File: src/rtl/ddr_rd_serializer_8x1.sv
// ---------------------------------------------------------------------------
// ddr_rd_serializer_8x1
//
// Takes one 256-bit DDR read beat (eight 32-bit words, word 0 in bits
// [255:224], word 7 in bits [31:0]) and sends it to the UART transmitter as
// 32 bytes, one byte per valid/ready handshake. The order is word 0 to word 7,
// and most-significant byte first within each word.
//
// Ports:
//   clk           clock, rising edge
//   rst           synchronous reset, active low
//   i_rd_data     DDR read beat
//   i_rd_valid    beat valid (accepted only while o_rd_ready is high)
//   o_rd_ready    block can accept a beat (registered)
//   o_byte        byte to UART TX
//   o_byte_valid  o_byte valid
//   i_byte_ready  UART TX accepts o_byte
//   o_word        word currently being sent (debug)
//   o_word_idx    index of current word, 0..7
//   o_byte_idx    index of current byte in word, 0 = bits [31:24]
//   o_busy        beat held and being sent
//   o_done        one-cycle pulse after the last byte is accepted
//
// All outputs are registered; no input reaches an output combinationally.
// ---------------------------------------------------------------------------
module ddr_rd_serializer_8x1 #(
    parameter int NUM_WORDS = 8,
    parameter int WORD_W    = 32
) (
    input  logic                        clk,
    input  logic                        rst,
    input  logic [NUM_WORDS*WORD_W-1:0] i_rd_data,
    input  logic                        i_rd_valid,
    output logic                        o_rd_ready,
    output logic [7:0]                  o_byte,
    output logic                        o_byte_valid,
    input  logic                        i_byte_ready,
    output logic [WORD_W-1:0]           o_word,
    output logic [2:0]                  o_word_idx,
    output logic [1:0]                  o_byte_idx,
    output logic                        o_busy,
    output logic                        o_done
);

    localparam int         BEAT_W  = NUM_WORDS * WORD_W;
    localparam logic [7:0] TOP_BIT = 8'(BEAT_W - 1);

    // LAST is folded into the SEND -> DONE transition; it is kept in the
    // encoding only so a stray state value still drains cleanly to DONE.
    typedef enum logic [1:0] {
        IDLE = 2'd0,
        SEND = 2'd1,
        LAST = 2'd2,
        DONE = 2'd3
    } state_t;

    state_t              state_q;
    logic [BEAT_W-1:0]   shadow_q;
    logic                rd_ready_q;
    logic [7:0]          byte_q;
    logic                byte_valid_q;
    logic [WORD_W-1:0]   word_q;
    logic [2:0]          word_idx_q;
    logic [1:0]          byte_idx_q;
    logic                busy_q;
    logic                done_q;

    logic                xfer;
    logic                last_xfer;
    logic [2:0]          word_idx_d;
    logic [1:0]          byte_idx_d;
    logic [7:0]          byte_d;
    logic [WORD_W-1:0]   word_d;

    // Next indices and the byte/word they select, so that the registered
    // outputs move together with the indices on each accepted byte.
    // NOTE: every signal gets a default at the top of always_comb; a path that
    // leaves one unassigned would infer a latch.
    always_comb begin
        xfer       = 1'b0;
        last_xfer  = 1'b0;
        byte_idx_d = byte_idx_q;
        word_idx_d = word_idx_q;

        xfer       = (state_q == SEND) && byte_valid_q && i_byte_ready;
        last_xfer  = xfer && (word_idx_q == 3'd7) && (byte_idx_q == 2'd3);
        byte_idx_d = byte_idx_q + 2'd1;
        if (byte_idx_q == 2'd3) begin
            word_idx_d = word_idx_q + 3'd1;
        end

        // Byte k of the beat sits at bits [255-8k -: 8]; k = {word, byte}.
        byte_d = shadow_q[TOP_BIT - {word_idx_d, byte_idx_d, 3'b000} -: 8];
        word_d = shadow_q[TOP_BIT - {word_idx_d, 5'b00000} -: WORD_W];
    end

    // NOTE: state is updated only with non-blocking assignments so every
    // register samples values from before the edge, regardless of order.
    always_ff @(posedge clk) begin
        if (!rst) begin
            state_q      <= IDLE;
            shadow_q     <= '0;
            rd_ready_q   <= 1'b0;
            byte_q       <= '0;
            byte_valid_q <= 1'b0;
            word_q       <= '0;
            word_idx_q   <= '0;
            byte_idx_q   <= '0;
            busy_q       <= 1'b0;
            done_q       <= 1'b0;
        end else begin
            case (state_q)
                IDLE: begin
                    // Ready rises one cycle after reset release, so the
                    // capture qualifies on the registered ready, not on state.
                    if (rd_ready_q && i_rd_valid) begin
                        state_q      <= SEND;
                        shadow_q     <= i_rd_data;
                        rd_ready_q   <= 1'b0;
                        byte_q       <= i_rd_data[BEAT_W-1 -: 8];
                        word_q       <= i_rd_data[BEAT_W-1 -: WORD_W];
                        byte_valid_q <= 1'b1;
                        word_idx_q   <= '0;
                        byte_idx_q   <= '0;
                        busy_q       <= 1'b1;
                    end else begin
                        rd_ready_q   <= 1'b1;
                    end
                end

                SEND: begin
                    if (xfer) begin
                        word_idx_q <= word_idx_d;
                        byte_idx_q <= byte_idx_d;
                        byte_q     <= byte_d;
                        word_q     <= word_d;
                        if (last_xfer) begin
                            state_q      <= DONE;
                            byte_valid_q <= 1'b0;
                            busy_q       <= 1'b0;
                            done_q       <= 1'b1;
                        end
                    end
                end

                LAST: begin
                    state_q      <= DONE;
                    byte_valid_q <= 1'b0;
                    busy_q       <= 1'b0;
                    done_q       <= 1'b1;
                end

                DONE: begin
                    state_q    <= IDLE;
                    done_q     <= 1'b0;
                    rd_ready_q <= 1'b1;
                end

                default: begin
                    state_q <= IDLE;
                end
            endcase
        end
    end

    assign o_rd_ready   = rd_ready_q;
    assign o_byte       = byte_q;
    assign o_byte_valid = byte_valid_q;
    assign o_word       = word_q;
    assign o_word_idx   = word_idx_q;
    assign o_byte_idx   = byte_idx_q;
    assign o_busy       = busy_q;
    assign o_done       = done_q;

endmodule

File: config.mk
export PLATFORM = sky130hd
export DESIGN_NAME = ddr_rd_serializer_8x1
export DESIGN_NICKNAME = d
export VERILOG_FILES = /design/src/rtl/ddr_rd_serializer_8x1.sv
export SDC_FILE = /design/constraint.sdc
export NUM_CORES = 1
export LEC_CHECK = 0
export ABC_AREA = 1
export CAP_MARGIN = 20
export CELL_PAD_IN_SITES_DETAIL_PLACEMENT = 1
export CELL_PAD_IN_SITES_GLOBAL_PLACEMENT = 1
export CORE_ASPECT_RATIO = 1.5
export CORE_MARGIN = 10
export CORE_UTILIZATION = 40
export CTS_BUF_LIST = sky130_fd_sc_hd__clkbuf_2 sky130_fd_sc_hd__clkbuf_4 sky130_fd_sc_hd__clkbuf_8
export DETAILED_ROUTE_END_ITERATION = 10
export GPL_TIMING_DRIVEN = 0
export PLACE_DENSITY = 0.88
export SLEW_MARGIN = 20
export SYNTH_ARGS = -nofsm -noshare
export SYNTH_HDL_FRONTEND = slang
export SYNTH_SLANG_ARGS = --single-unit
File: constraint.sdc
create_clock -name clk -period 4 [get_ports clk]
set_input_delay 0.6 -clock clk [delete_from_list [all_inputs] [get_ports clk]]
set_output_delay 0.6 -clock clk [all_outputs]
set_load 0.05 [all_outputs]
# == Yosys cells after proc, flatten, opt, wreduce, memory -nomap -nowiden ==
# Cells that the tools add are included.
# word_totals
reg_bits,306
input_bits,260
output_inout_bits,49
word_cells,64
# op_classes
n_addsub,4
eq_ne,8
shifts,2
n_mux,26
reduce_logical,15
# op_table
op,count
287-bit by 9-bit indexed part select with 32-bit output,1
263-bit by 9-bit indexed part select with 8-bit output,1
32-bit 2-to-1 mux,2
32-bit one-hot mux with 2 select lines,1
8-bit 2-to-1 mux,2
8-bit one-hot mux with 2 select lines,1
"8-bit subtractor, first input constant",2
2-bit 2-to-1 mux,5
3-bit 2-to-1 mux,3
3-bit AND reduction,3
2-bit one-hot mux with 4 select lines,1
"2-bit == test, second input constant",3
1-bit 2-to-1 mux,6
"2-bit != test, second input constant",3
1-bit one-hot mux with 3 select lines,2
3-bit one-hot mux with 2 select lines,1
3-bit nonzero test,2
1-bit logical AND,5
2-bit one-hot mux with 2 select lines,1
4-bit AND reduction,1
2-bit nonzero test,2
"3-bit by 1-bit adder with 3-bit output, second input constant",1
"3-bit == test, second input constant",1
"2-bit by 1-bit adder with 2-bit output, second input constant",1
4 further kinds,4

# == Logic depth before layout (Yosys ltp) ==
# Gate-level depths: netlist (run 1).
# logic_depth
word_depth,8
depth_mapped,14
mapped_depth_nobuf,11

# == Worst setup path after synthesis (run 1) ==
# Ideal clock, no wire load.
# synth_path
kind,register to register
startpoint,"register byte_idx_q[0], in the netlist o_byte_idx[0]"
endpoint,"register word_q[31], in the netlist o_word[31]"
setup_ns,0.126
t_arrival_ns,1.912
required_ns,3.874
slack_ns,1.962
stages_incl_launch_ff,12
n_path_buf,3
period_less_slack_ns,2.038
cell_sequence,dfxtp_1 -> ha_1 -> buf_6 -> nand2_1 -> nand2_1 -> buf_2 -> buf_2 -> nand2_1 -> nand3_1 -> nand2_1 -> a21boi_0 -> a31oi_1
# synth_via
elab_chain_cells,6
# synth_rtl
element,line_no,rtl
from (decl),64,logic [1:0] byte_idx_q;
from (signal assigned),134,byte_idx_q <= byte_idx_d;
2-bit == test,88,if (byte_idx_q == 2'd3) begin
3-bit 2-to-1 mux,88,
8-bit subtractor,94,"word_d = shadow_q[TOP_BIT - {word_idx_d, 5'b00000} -: WORD_W];"
287-bit by 9-bit indexed part select with 32-bit output,94,
32-bit 2-to-1 mux,132,if (xfer) begin
32-bit one-hot mux with 2 select lines,112,case (state_q)
to (signal assigned),121,word_q <= i_rd_data[BEAT_W-1 -: WORD_W];
to (signal assigned),136,word_q <= word_d;
to (decl),62,logic [WORD_W-1:0] word_q;
# Every way passes these cells. The select of a mux whose other input is x is not followed.
# A chain may end at the register's enable or synchronous reset.

# == Worst setup path after layout (run 1) ==
# layout_path
startpoint,register state_q[0]
endpoint,register shadow_q[188]
# layout_via
elab_chain_cells,2
# layout_rtl
element,line_no,rtl
from (decl),57,state_t state_q;
from (signal assigned),101,state_q <= IDLE;
from (signal assigned),117,state_q <= SEND;
from (signal assigned),138,state_q <= DONE;
2-bit logical NOT,112,
2-bit AND reduction (no line),n/a,
to (signal assigned),118,shadow_q <= i_rd_data;
to (decl),58,logic [BEAT_W-1:0] shadow_q;
# Every way passes these cells.

==> results of run 1 <==
[per-layer routing]
metal / track usage / wire length (µm) / vias up
li1: - / - / 8810
met1: 0.393 / 33700 / 9572
met5: 0 / 13 / -
met2: 0.685 / 48000 / 1047
met3: 0.0704 / 6860 / 405
met4: 0.329 / 9780 / 2
[cells in the mapped netlist, drive strengths merged]
cell type / count
o21ai: 331
a31oi: 3
clkinv: 1
nand2: 529
nand3: 279
a21oi: 297
clkbuf: 111
buf: 92
dfxtp: 306
o22ai: 17
ha: 8
inv: 307
a211oi: 3
nor3: 2
a21boi: 3
o211ai: 70
o21a: 1
nor2: 109
[layout make-up]
| type | instances | area (µm²) | share of cell area |
|---|---|---|---|
| Antenna cell | 2 | 5.00 | 0.000242 |
| Buffer | 203 | 897 | 0.0434 |
| Clock buffer | 78 | 961 | 0.0464 |
| Clock inverter | 8 | 76.3 | 0.00369 |
| Inverter | 308 | 1160 | 0.0559 |
| Multi-Input combinational cell | 1652 | 7760 | 0.375 |
| Sequential cell | 306 | 6130 | 0.296 |
| Tap cell | 500 | 626 | 0.0302 |
| Timing Repair Buffer | 308 | 3080 | 0.149 |
[per-stage QoR]
stage / setup WS (ns) / std cells
finish: 0.932 / 3365
global route: 0.815 / 3364
CTS: 1.02 / 3363
detailed placement: 0.583 / 3277
global placement: 0.623 / 3277
floorplan: 1.96 / 2469
[kinds of logic (layout without fill, tap and decap cells)]
group / count (synthesis) / after routing / share of synthesized area
and+or+nand+nor: 919 / 919 / 0.238
AOI/OAI and AO/OA: 725 / 725 / 0.242
buffers and inverters: 511 / 905 / 0.129
DFF: 306 / 306 / 0.384
adders and majority gates: 8 / 8 / 0.00628
other: 0 / 2 / 0
[worst paths after layout]
kind / cells after the start / end / slack [ns] / from
max: 7 / shadow_q[188] / 0.93 / state_q[0]
min: 2 / shadow_q[42] / 0.47 / shadow_q[42]
max reg2reg: 7 / shadow_q[188] / 0.93 / state_q[0]
min reg2reg: 2 / shadow_q[42] / 0.47 / shadow_q[42]
[power by group]
part	switching [mW]	total (mW)	internal, mW
logic	7.47	10.2	2.72
registers	0.644	4.62	3.98
clock network	1.37	2.96	1.59
total	9.49	17.8	8.29
[registers in the layout (all words and copies together) (netlist names)]
| register | count |
|---|---|
| shadow_q | 256 |
| o_word | 32 |
| o_byte | 8 |
| o_word_idx | 3 |
| o_byte_idx | 2 |
| state_q | 2 |
| o_busy | 1 |
| o_done | 1 |
| o_rd_ready | 1 |
[worst max-delay path: stages (launching register included)]
cell	delay, ns
dfxtp_1	0.44
inv_1	0.10
ha_1	0.24
nand2_1	0.60
buf_2	0.46
clkbuf_1	0.67
o21ai_0	0.29
a21oi_1	0.19
==> metrics, run 1 <==
Yosys Warn Count 0; DR iter-0 viols ~1.7k; largest net degree at the start of global routing 14; GRT Overall Usage 0.390; Hold WC Path Type flip-flop to flip-flop; Core ar. approximately 39000 µm²; WP data required 4.54 ns; DRC violations left 0; status finished, final reports clean; Pins Over Slew Limit 0; die area slightly below 50000 µm²; final hold slack between 0.4 and 0.5 ns; H-Tree Depth 2; Final #Nets 3097; register area share after synthesis 0.384; CP Class flip-flop to flip-flop; max cap viols 0; post-DR wirelength/cell between 20 and 30 µm; synth unique cells 24; cell area after layout between 20000 and 25000 µm²; setup TNS 0 ns; area delta synth->final 29.8%; GRT Residual Overflow 0; via count around 20k; synthesized area about 16000 µm²; fin util 0.525; cts bufs inserted 50; Tmin final between 3 and 4 ns; Slew @ Worst Pin roughly 0.96 ns; row count 89; Synthesized Nets 2737; I/O pin cnt about 310; post-synthesis cell count roughly 2.5k; Startpoint Class flip-flop; Crit Path Max Fanout 10; P per Cell Area ~860 nW/µm²; Slew headroom 0.361; ranking of synthesized cells by area dfxtp_1, nand2_1, o21ai_0; vias per cell slightly below 6; Fill cells roughly 5.2k; clock slew at reported path FFs around 0.070 ns; Synth area leader dfxtp_1; drt first pass iters 6; post-CTS setup buffer count 0; vias in the first global route between 20k and 25k; most common cell after layout, fill and taps aside nand2_1; initial antenna violation count 2; fraction of layout cells with a size suffix above 1 0.0590; Setup violations, final 0; Power, Total 17.8 mW; Yosys top cell area share 0.384; placed inst area between 15000 and 20000 µm²; Die W roughly 180 µm; chip height about 260 µm; Clock Skews around 0.028 ns; routed wire length roughly 98 mm; hpwl dp between 80 and 90 mm; CTS tree yes; # port buffers 308; Crit path arrival time ~3.6 ns; mean post-synth cell area 6.46 µm²; post-CTS sizing 0; Final Cycle Share 0.767; endpoint class of the critical path flip-flop; hold buffers post-CTS 0; Seq cells post-synth about 300; first-pass GRT wire length around 140 mm; GPL Wtd Cong roughly 1.1; Fmax achieved 0.326 GHz; initial core utilization 0.404; Clk Latency, worst-skew pair 0.62 ns; antenna-violating nets left 0; Max VDD drop around 0.00038 V; clk buf depth 3; Final Hold Viols 0; clk root buf clkbuf_8; Pleak between 8 and 9 nW; unrepaired setup endpoints after global routing false; most frequent cells in the layout nand2_1, o21ai_0, clkdlybuf4s50_1; clock tree sinks around 310
(Power assumes the default switching activity.)
==> inputs of run 2 (changes only) <==
- CORE_UTILIZATION: 40 -> 34
- PLACE_DENSITY: 0.88 -> 0.8
- clock period: 4 -> 2.7 ns (I/O delays scaled with it)
==> run 2 against run 1 <==
Net effect:
- the run now ends with negative setup slack left
- critical path depth up 6
- sequential share of layout area fell by 0.42 points
- highest routed layer is now met4
- maximum frequency rose by 11%
- die area up 16%
==> metrics, run 2 (synthesis results as in run 1) <==
status finished, violations left (was finished, final reports clean); failing checks negative setup slack; CP Class flip-flop to flip-flop (unchanged); max cap viols 0 (unchanged); delay of the slowest critical-path stage 0.52 ns (was 0.67 ns); slowest CP cell o211ai_1 (was clkbuf_1); row count 97 (was 89); reg-to-reg endpoint o_word[20] (was shadow_q[188]); CP startpoint o_byte_idx[0] (was state_q[0]); routed wire length 102 mm (was 98.4 mm); most frequent CP cell buf_6; Fmax achieved 0.361 GHz (was 0.326 GHz); Clock Skews 0.0411 ns (was 0.0281 ns); Slew @ Worst Pin 1.04 ns (was 0.959 ns); Buf+Inv Stages, Crit Path 6 (was 3); Worst setup endpoint o_word[20] (was shadow_q[188]); first-pass GRT wire length 141 mm (was 139 mm); Die W 197 µm (was 183 µm); H-Tree Depth 2 (unchanged); critical-path cell list ha_1 -> buf_6 -> inv_2 -> nand2_1 -> nand2_2 -> buf_6 -> buf_6 -> buf_6 -> o211ai_1 -> nand3_2 -> nand3_1 -> nand2_1 -> inv_1 (was inv_1 -> ha_1 -> nand2_1 -> buf_2 -> clkbuf_1 -> o21ai_0 -> a21oi_1); initial antenna violation count 1 (was 2); Fill cells 6064 (was 5237); clock tree sinks 306 (unchanged); chip height 285 µm (was 264 µm); vias per cell 5.55 (was 5.89); Tmin final 2.77 ns (was 3.07 ns); die area 56100 µm² (was 48400 µm²); Power, Total 26.9 mW (was 17.8 mW); hold buffers post-CTS 0 (unchanged); post-DR wirelength/cell 29.4 µm (was 29.2 µm); Final #Nets 3099 (was 3097); cts bufs inserted 52 (was 50); clock slew at reported path FFs 0.06 ns (was 0.07 ns); r2r worst-path depth 13 (was 7); fraction of layout cells with a size suffix above 1 0.0732 (was 0.0590); setup TNS -0.189 ns (was 0 ns); largest net degree at the start of global routing 14 (unchanged); DR iter-0 viols 1559 (was 1684); final hold slack 0.345 ns (was 0.468 ns); P per Cell Area 1280 nW/µm² (was 859 nW/µm²); family with the most delay on the worst path simple AND/OR/NAND/NOR gates (was buffers and inverters); hpwl dp 85.3 mm (was 80.9 mm); initial core utilization 0.342 (was 0.404); Slew headroom 0.309 (was 0.361); CTS tree yes (unchanged); Crit path arrival time 3.33 ns (was 3.61 ns); WP data required 3.25 ns (was 4.54 ns); Crit Path Max Fanout 10 (unchanged); via count 19.2k (was 19.8k); # port buffers 308 (unchanged); most common cell after layout, fill and taps aside nand2_1 (unchanged); Final Cycle Share 1.03 (was 0.767); Max VDD drop 0.000567 V (was 0.000378 V); endpoint class of the critical path flip-flop (unchanged); Clk Latency, worst-skew pair 0.64 ns (was 0.62 ns); Core ar. 46600 µm² (was 39400 µm²); clk buf depth 3 (unchanged); drt first pass iters 5 (was 6); Cells after DPL 3371 (was 3277); placed inst area 19800 µm² (was 19600 µm²); GRT Overall Usage 0.350 (was 0.390); r2r setup slk -0.07 ns (was 0.93 ns); post-CTS setup buffer count 0 (unchanged); Post-Place Setup Slack -0.526 ns (was 0.583 ns); vias in the first global route 20.1k (was 20.8k); fin cells 3463 (was 3365); fin util 0.450 (was 0.525); I/O pin cnt 309 (unchanged); clk root buf clkbuf_8 (unchanged); Top reg by flops shadow_q (unchanged); GPL Wtd Cong 1.06 (was 1.10); GRT Residual Overflow 0 (unchanged); stages on the worst setup path 13 (was 7); Startpoint Class flip-flop (unchanged); Final Hold Viols 0 (unchanged); antenna-violating nets left 0 (unchanged); reg2reg start o_byte_idx[0] (was state_q[0]); max reg flops 256 (unchanged); DRC violations left 0 (unchanged); hold path startpoint i_rd_data[145] (was shadow_q[42]); area delta synth->final 31.7% (was 29.8%); most frequent cells in the layout nand2_1, o21ai_0, clkdlybuf4s50_1 (unchanged); Pleak 8.72 nW (was 8.62 nW); Hold WC Path Type input port to flip-flop (was flip-flop to flip-flop); unrepaired setup endpoints after global routing true (was false); Setup violations, final 4 (was 0); cell area after layout 21000 µm² (was 20700 µm²); final worst-path setup slack -0.0722 ns (was 0.932 ns); Pins Over Slew Limit 0 (unchanged)
==> run 2: how the worst min path moves through the flow <==
stage | depth (start not counted) | to | slack, ns
2_1_floorplan | 2 | shadow_q[144] | 0.44
3_3_place_gp | 2 | shadow_q[8] | 0.46
3_5_place_dp | 2 | shadow_q[178] | 0.46
4_1_cts | 3 | shadow_q[145] | 0.32
5_1_grt | 3 | shadow_q[145] | 0.38
6_report | 3 | shadow_q[145] | 0.35
==> run 2: where the power goes <==
group | internal (mW) | switching, mW | total, mW
logic | 4.13 | 11.4 | 15.5
registers | 5.89 | 0.903 | 6.80
clock network | 2.54 | 2.08 | 4.62
==> run 2: what timing repair did <==
action / CTS / global route
setup endpoints to repair: 172 / 43
pin swaps: 1 / 4
resized for setup: 33 / 30
endpoints found under the hold margin: 0 / 0
==> run 2: layout make-up <==
type	count	area [µm²]	area share
inverter	308	1160	0.0551
clock inverter	3	21.3	0.00101
clock buffer	88	1100	0.0523
multi-input combinational	1652	7810	0.372
timing repair buffer	308	3080	0.147
sequential	306	6130	0.292
antenna	1	2.50	0.000119
tap	594	743	0.0354
buffer	203	947	0.0451
==> run 2: worst reg2reg max path, delay by kind of cell (launching register included) <==
family                   cells  cell delay [ns]
flip-flops                   1             0.44
AND/OR/NAND/NOR              5             0.80
buffers and inverters        6             0.75
adder cells (fa/ha/maj)      1             0.20
AO/OA/AOI/OAI                1             0.52
==> run 2: per-layer routing <==
metal	share of wire	wire [µm]	up-vias	track usage
li1	-	-	8810	-
met1	0.36	37000	9383	0.365
met3	0.046	4680	266	0.0400
met4	0.083	8420	0	0.251
met5	0	0	-	0
met2	0.51	51700	760	0.636
==> inputs of run 3 (changes only) <==
- ABC_AREA: 1 -> not set
- CORE_UTILIZATION: 34 -> 37
==> run 3 against run 2 <==
Net effect:
- the run now ends clean
- routed wire length is 21% lower
- area after synthesis is 4.4% lower
- sequential share of layout area is 1.2 points higher
- die area decreased by 11%
- final cell count decreased by 27%
- combinational power decreased by 58%
- sequential power down 4.1%
- critical path type unchanged
- highest routed layer is now met5
==> metrics, run 3 <==
status finished, final reports clean (was finished, violations left); Setup violations, final 0 (was 4); CP Class flip-flop to flip-flop (unchanged); final hold slack 0.341 ns (was 0.345 ns); mux share of post-synthesis cell area 0.205 (was 0); Crit path arrival time 3.17 ns (was 3.33 ns); Hold Path Sink shadow_q[207] (was shadow_q[145]); reg-to-reg endpoint o_word[24] (was o_word[20]); register area share after synthesis 0.402 (was 0.384); Synthesized Nets 1880 (was 2737); chip height 269 µm (was 285 µm); Clk Latency, worst-skew pair 0.62 ns (was 0.64 ns); Pleak 6.83 nW (was 8.72 nW); clock tree sinks 306 (unchanged); GRT Overall Usage 0.319 (was 0.350); Final #Nets 2238 (was 3099); synthesized area 15200 µm² (was 15900 µm²); Tmin final 2.68 ns (was 2.77 ns); Final Hold Viols 0 (unchanged); Top reg by flops shadow_q (unchanged); unrepaired setup endpoints after global routing true (unchanged); largest family of logic cells by synthesized area multiplexers (was compound AO/OA/AOI/OAI gates); post-synthesis async set-or-reset flop share 0 (unchanged); row count 91 (was 97); ranking of synthesized cells by area dfxtp_1, mux4_2, nand2_1 (was dfxtp_1, nand2_1, o21ai_0); Clock Skews 0.0376 ns (was 0.0411 ns); hold depth 3 (unchanged); die area 49900 µm² (was 56100 µm²); fin cells 2518 (was 3463); fin util 0.494 (was 0.450); Yosys top cell area share 0.402 (was 0.384); synth unique cells 40 (was 24); vias per cell 5.85 (was 5.55); Slew headroom 0.396 (was 0.309); post-synthesis cell count 1612 (was 2469); critical-path cell list ha_1 -> buf_6 -> mux2_2 -> buf_4 -> buf_4 -> mux4_2 -> a22oi_1 -> a21oi_1 (was ha_1 -> buf_6 -> inv_2 -> nand2_1 -> nand2_2 -> buf_6 -> buf_6 -> buf_6 -> o211ai_1 -> nand3_2 -> nand3_1 -> nand2_1 -> inv_1); Slew @ Worst Pin 0.906 ns (was 1.04 ns); Int Pwr 10.3 mW (was 12.6 mW); endpoint class of the critical path flip-flop (unchanged); family with the most delay on the worst path multiplexers (was simple AND/OR/NAND/NOR gates); Post-Synth Simple-Gate Area 0.147 (was 0.238); Crit Path Max Fanout 10 (unchanged); WP data required 3.19 ns (was 3.25 ns); cell area after layout 20200 µm² (was 21000 µm²); Core ar. 40900 µm² (was 46600 µm²); setup TNS 0 ns (was -0.189 ns); Post-synth EDFFs 0 (unchanged); routed wire length 80.8 mm (was 102 mm); GPL Wtd Cong 1.00 (was 1.06); r2r setup slk 0.02 ns (was -0.07 ns); Fmax achieved 0.373 GHz (was 0.361 GHz); mean post-synth cell area 9.45 µm² (was 6.46 µm²); net load switching power 7.32 mW (was 14.3 mW); # port buffers 307 (was 308); Synth area leader dfxtp_1 (unchanged); Die W 186 µm (was 197 µm); drt first pass iters 8 (was 5); I/O pin cnt 309 (unchanged); delay of the slowest critical-path stage 0.42 ns (was 0.52 ns); initial antenna violation count 2 (was 1); antenna-violating nets left 0 (unchanged); first-pass GRT wire length 112 mm (was 141 mm); DRC violations left 0 (unchanged); most common cell after layout, fill and taps aside nand2_1 (unchanged); via count 14.7k (was 19.2k); Final Cycle Share 0.993 (was 1.03); Post-Synth XOR/XNOR Area 0.00164 (was 0); clk root buf clkbuf_8 (unchanged); fraction of layout cells with a size suffix above 1 0.151 (was 0.0732); Hold WC Path Type input port to flip-flop (unchanged); cell with the most instances after synthesis nand2_1 (unchanged); largest net degree at the start of global routing 13 (was 14); reg2reg start o_byte_idx[0] (unchanged); most frequent CP cell buf_4 (was buf_6); Pins Over Slew Limit 0 (unchanged); Yosys Warn Count 0 (unchanged); most frequent cells in the layout nand2_1, clkdlybuf4s50_1, dfxtp_1 (was nand2_1, o21ai_0, clkdlybuf4s50_1); max reg flops 256 (unchanged); post-DR wirelength/cell 32.1 µm (was 29.4 µm); Synth Area in Compound Gates 0.193 (was 0.242); most used flip-flop cell after synthesis dfxtp_1 (unchanged); r2r worst-path depth 8 (was 13); Clock power frac 0.256 (was 0.172); hold path startpoint i_rd_data[207] (was i_rd_data[145]); adder-cell share of the synthesized area 0.00657 (was 0.00628); GRT Residual Overflow 0 (unchanged); switching share of power 0.416 (was 0.533); DR iter-0 viols 1038 (was 1559); Max VDD drop 0.000399 V (was 0.000567 V); vias in the first global route 15.8k (was 20.1k); P per Cell Area 871 nW/µm² (was 1280 nW/µm²); Startpoint Class flip-flop (unchanged); most frequent cells after synthesis nand2_1, dfxtp_1, a21boi_0, mux4_2, clkbuf_1 (was nand2_1, o21ai_0, dfxtp_1, inv_1, a21oi_1); clock slew at reported path FFs 0.07 ns (was 0.06 ns); Seq cells post-synth 306 (unchanged); placed inst area 19000 µm² (was 19800 µm²); Buf+Inv Stages, Crit Path 3 (was 6); Reg power frac 0.370 (was 0.253); initial core utilization 0.373 (was 0.342); hpwl dp 66.5 mm (was 85.3 mm); cts bufs inserted 49 (was 52); max cap viols 0 (unchanged); clk buf depth 3 (unchanged); CTS tree yes (unchanged); Cells after DPL 2430 (was 3371); H-Tree Depth 2 (unchanged); Comb power frac 0.374 (was 0.576); slowest CP cell mux4_2 (was o211ai_1); area delta synth->final 32.5% (was 31.7%)
## run 3: per-stage QoR
step / worst slack [ns] / power (mW)
2_1_floorplan: 0.175 / 9.83
3_5_place_dp: -0.497 / 13.0
4_1_cts: 0.00469 / 17.5
6_report: 0.0199 / 17.6
3_3_place_gp: -0.487 / 12.8
5_1_grt: -0.00436 / 18.2
## run 3: cells by family after synthesis
kind of cell	Yosys count
buffers and inverters	154
AOI/OAI and AO/OA	427
DFF	306
muxes	141
and+or+nand+nor	574
xor gates and xnor gates	2
adders and majority gates	8
## run 3: tightest hold or removal path, delay by kind of cell
kind	cells	cell delay, ns
simple gates	1	0.05
buf+inv	1	0.40
compound gates	1	0.06
## run 3: timing repair
item	CTS	global route
hold buffers	0	0
pin swaps	1	1
resized for setup	48	26
endpoints found under the setup margin	224	158
buffers inserted	0	1
## run 3: per-layer routing
| metal | GRT usage | share of wire |
|---|---|---|
| met4 | 0.265 | 0.095 |
| met5 | 0 | 0.00016 |
| met3 | 0.0537 | 0.062 |
| met1 | 0.301 | 0.32 |
| met2 | 0.587 | 0.53 |
## run 3: cell type report
cell class	count	area [µm²]
sequential	306	6130
timing repair buffer	308	3080
tap	511	639
buffer	147	738
multi-input combinational	1152	8490
antenna	1	2.50
clock buffer	72	910
inverter	6	26.3
fill	4659	20700
clock inverter	15	183
## run 3: worst max path at each step
stage / startpoint / endpoint / slack [ns] / cells after the start
global placement: i_rd_valid / shadow_q[226] / -0.49 / 7
floorplan: o_byte_idx[0] / o_word[2] / 0.17 / 8
finish: o_byte_idx[0] / o_word[24] / 0.02 / 8
CTS: state_q[0] / shadow_q[232] / 0.005 / 7
global route: o_byte_idx[1] / o_word[17] / -0.004 / 8
detailed placement: i_rd_valid / shadow_q[226] / -0.50 / 7
## run 3: power by group through the flow
stage | clock [mW] | sequential [mW] | combinational, mW
final | 4.50 | 6.52 | 6.58
after global routing | 4.73 | 6.49 | 7.02
after CTS | 4.53 | 6.45 | 6.52
after detailed placement | 0 | 6.54 | 6.43
after global placement | 0 | 6.52 | 6.27
after floorplan | 0 | 6.47 | 3.36
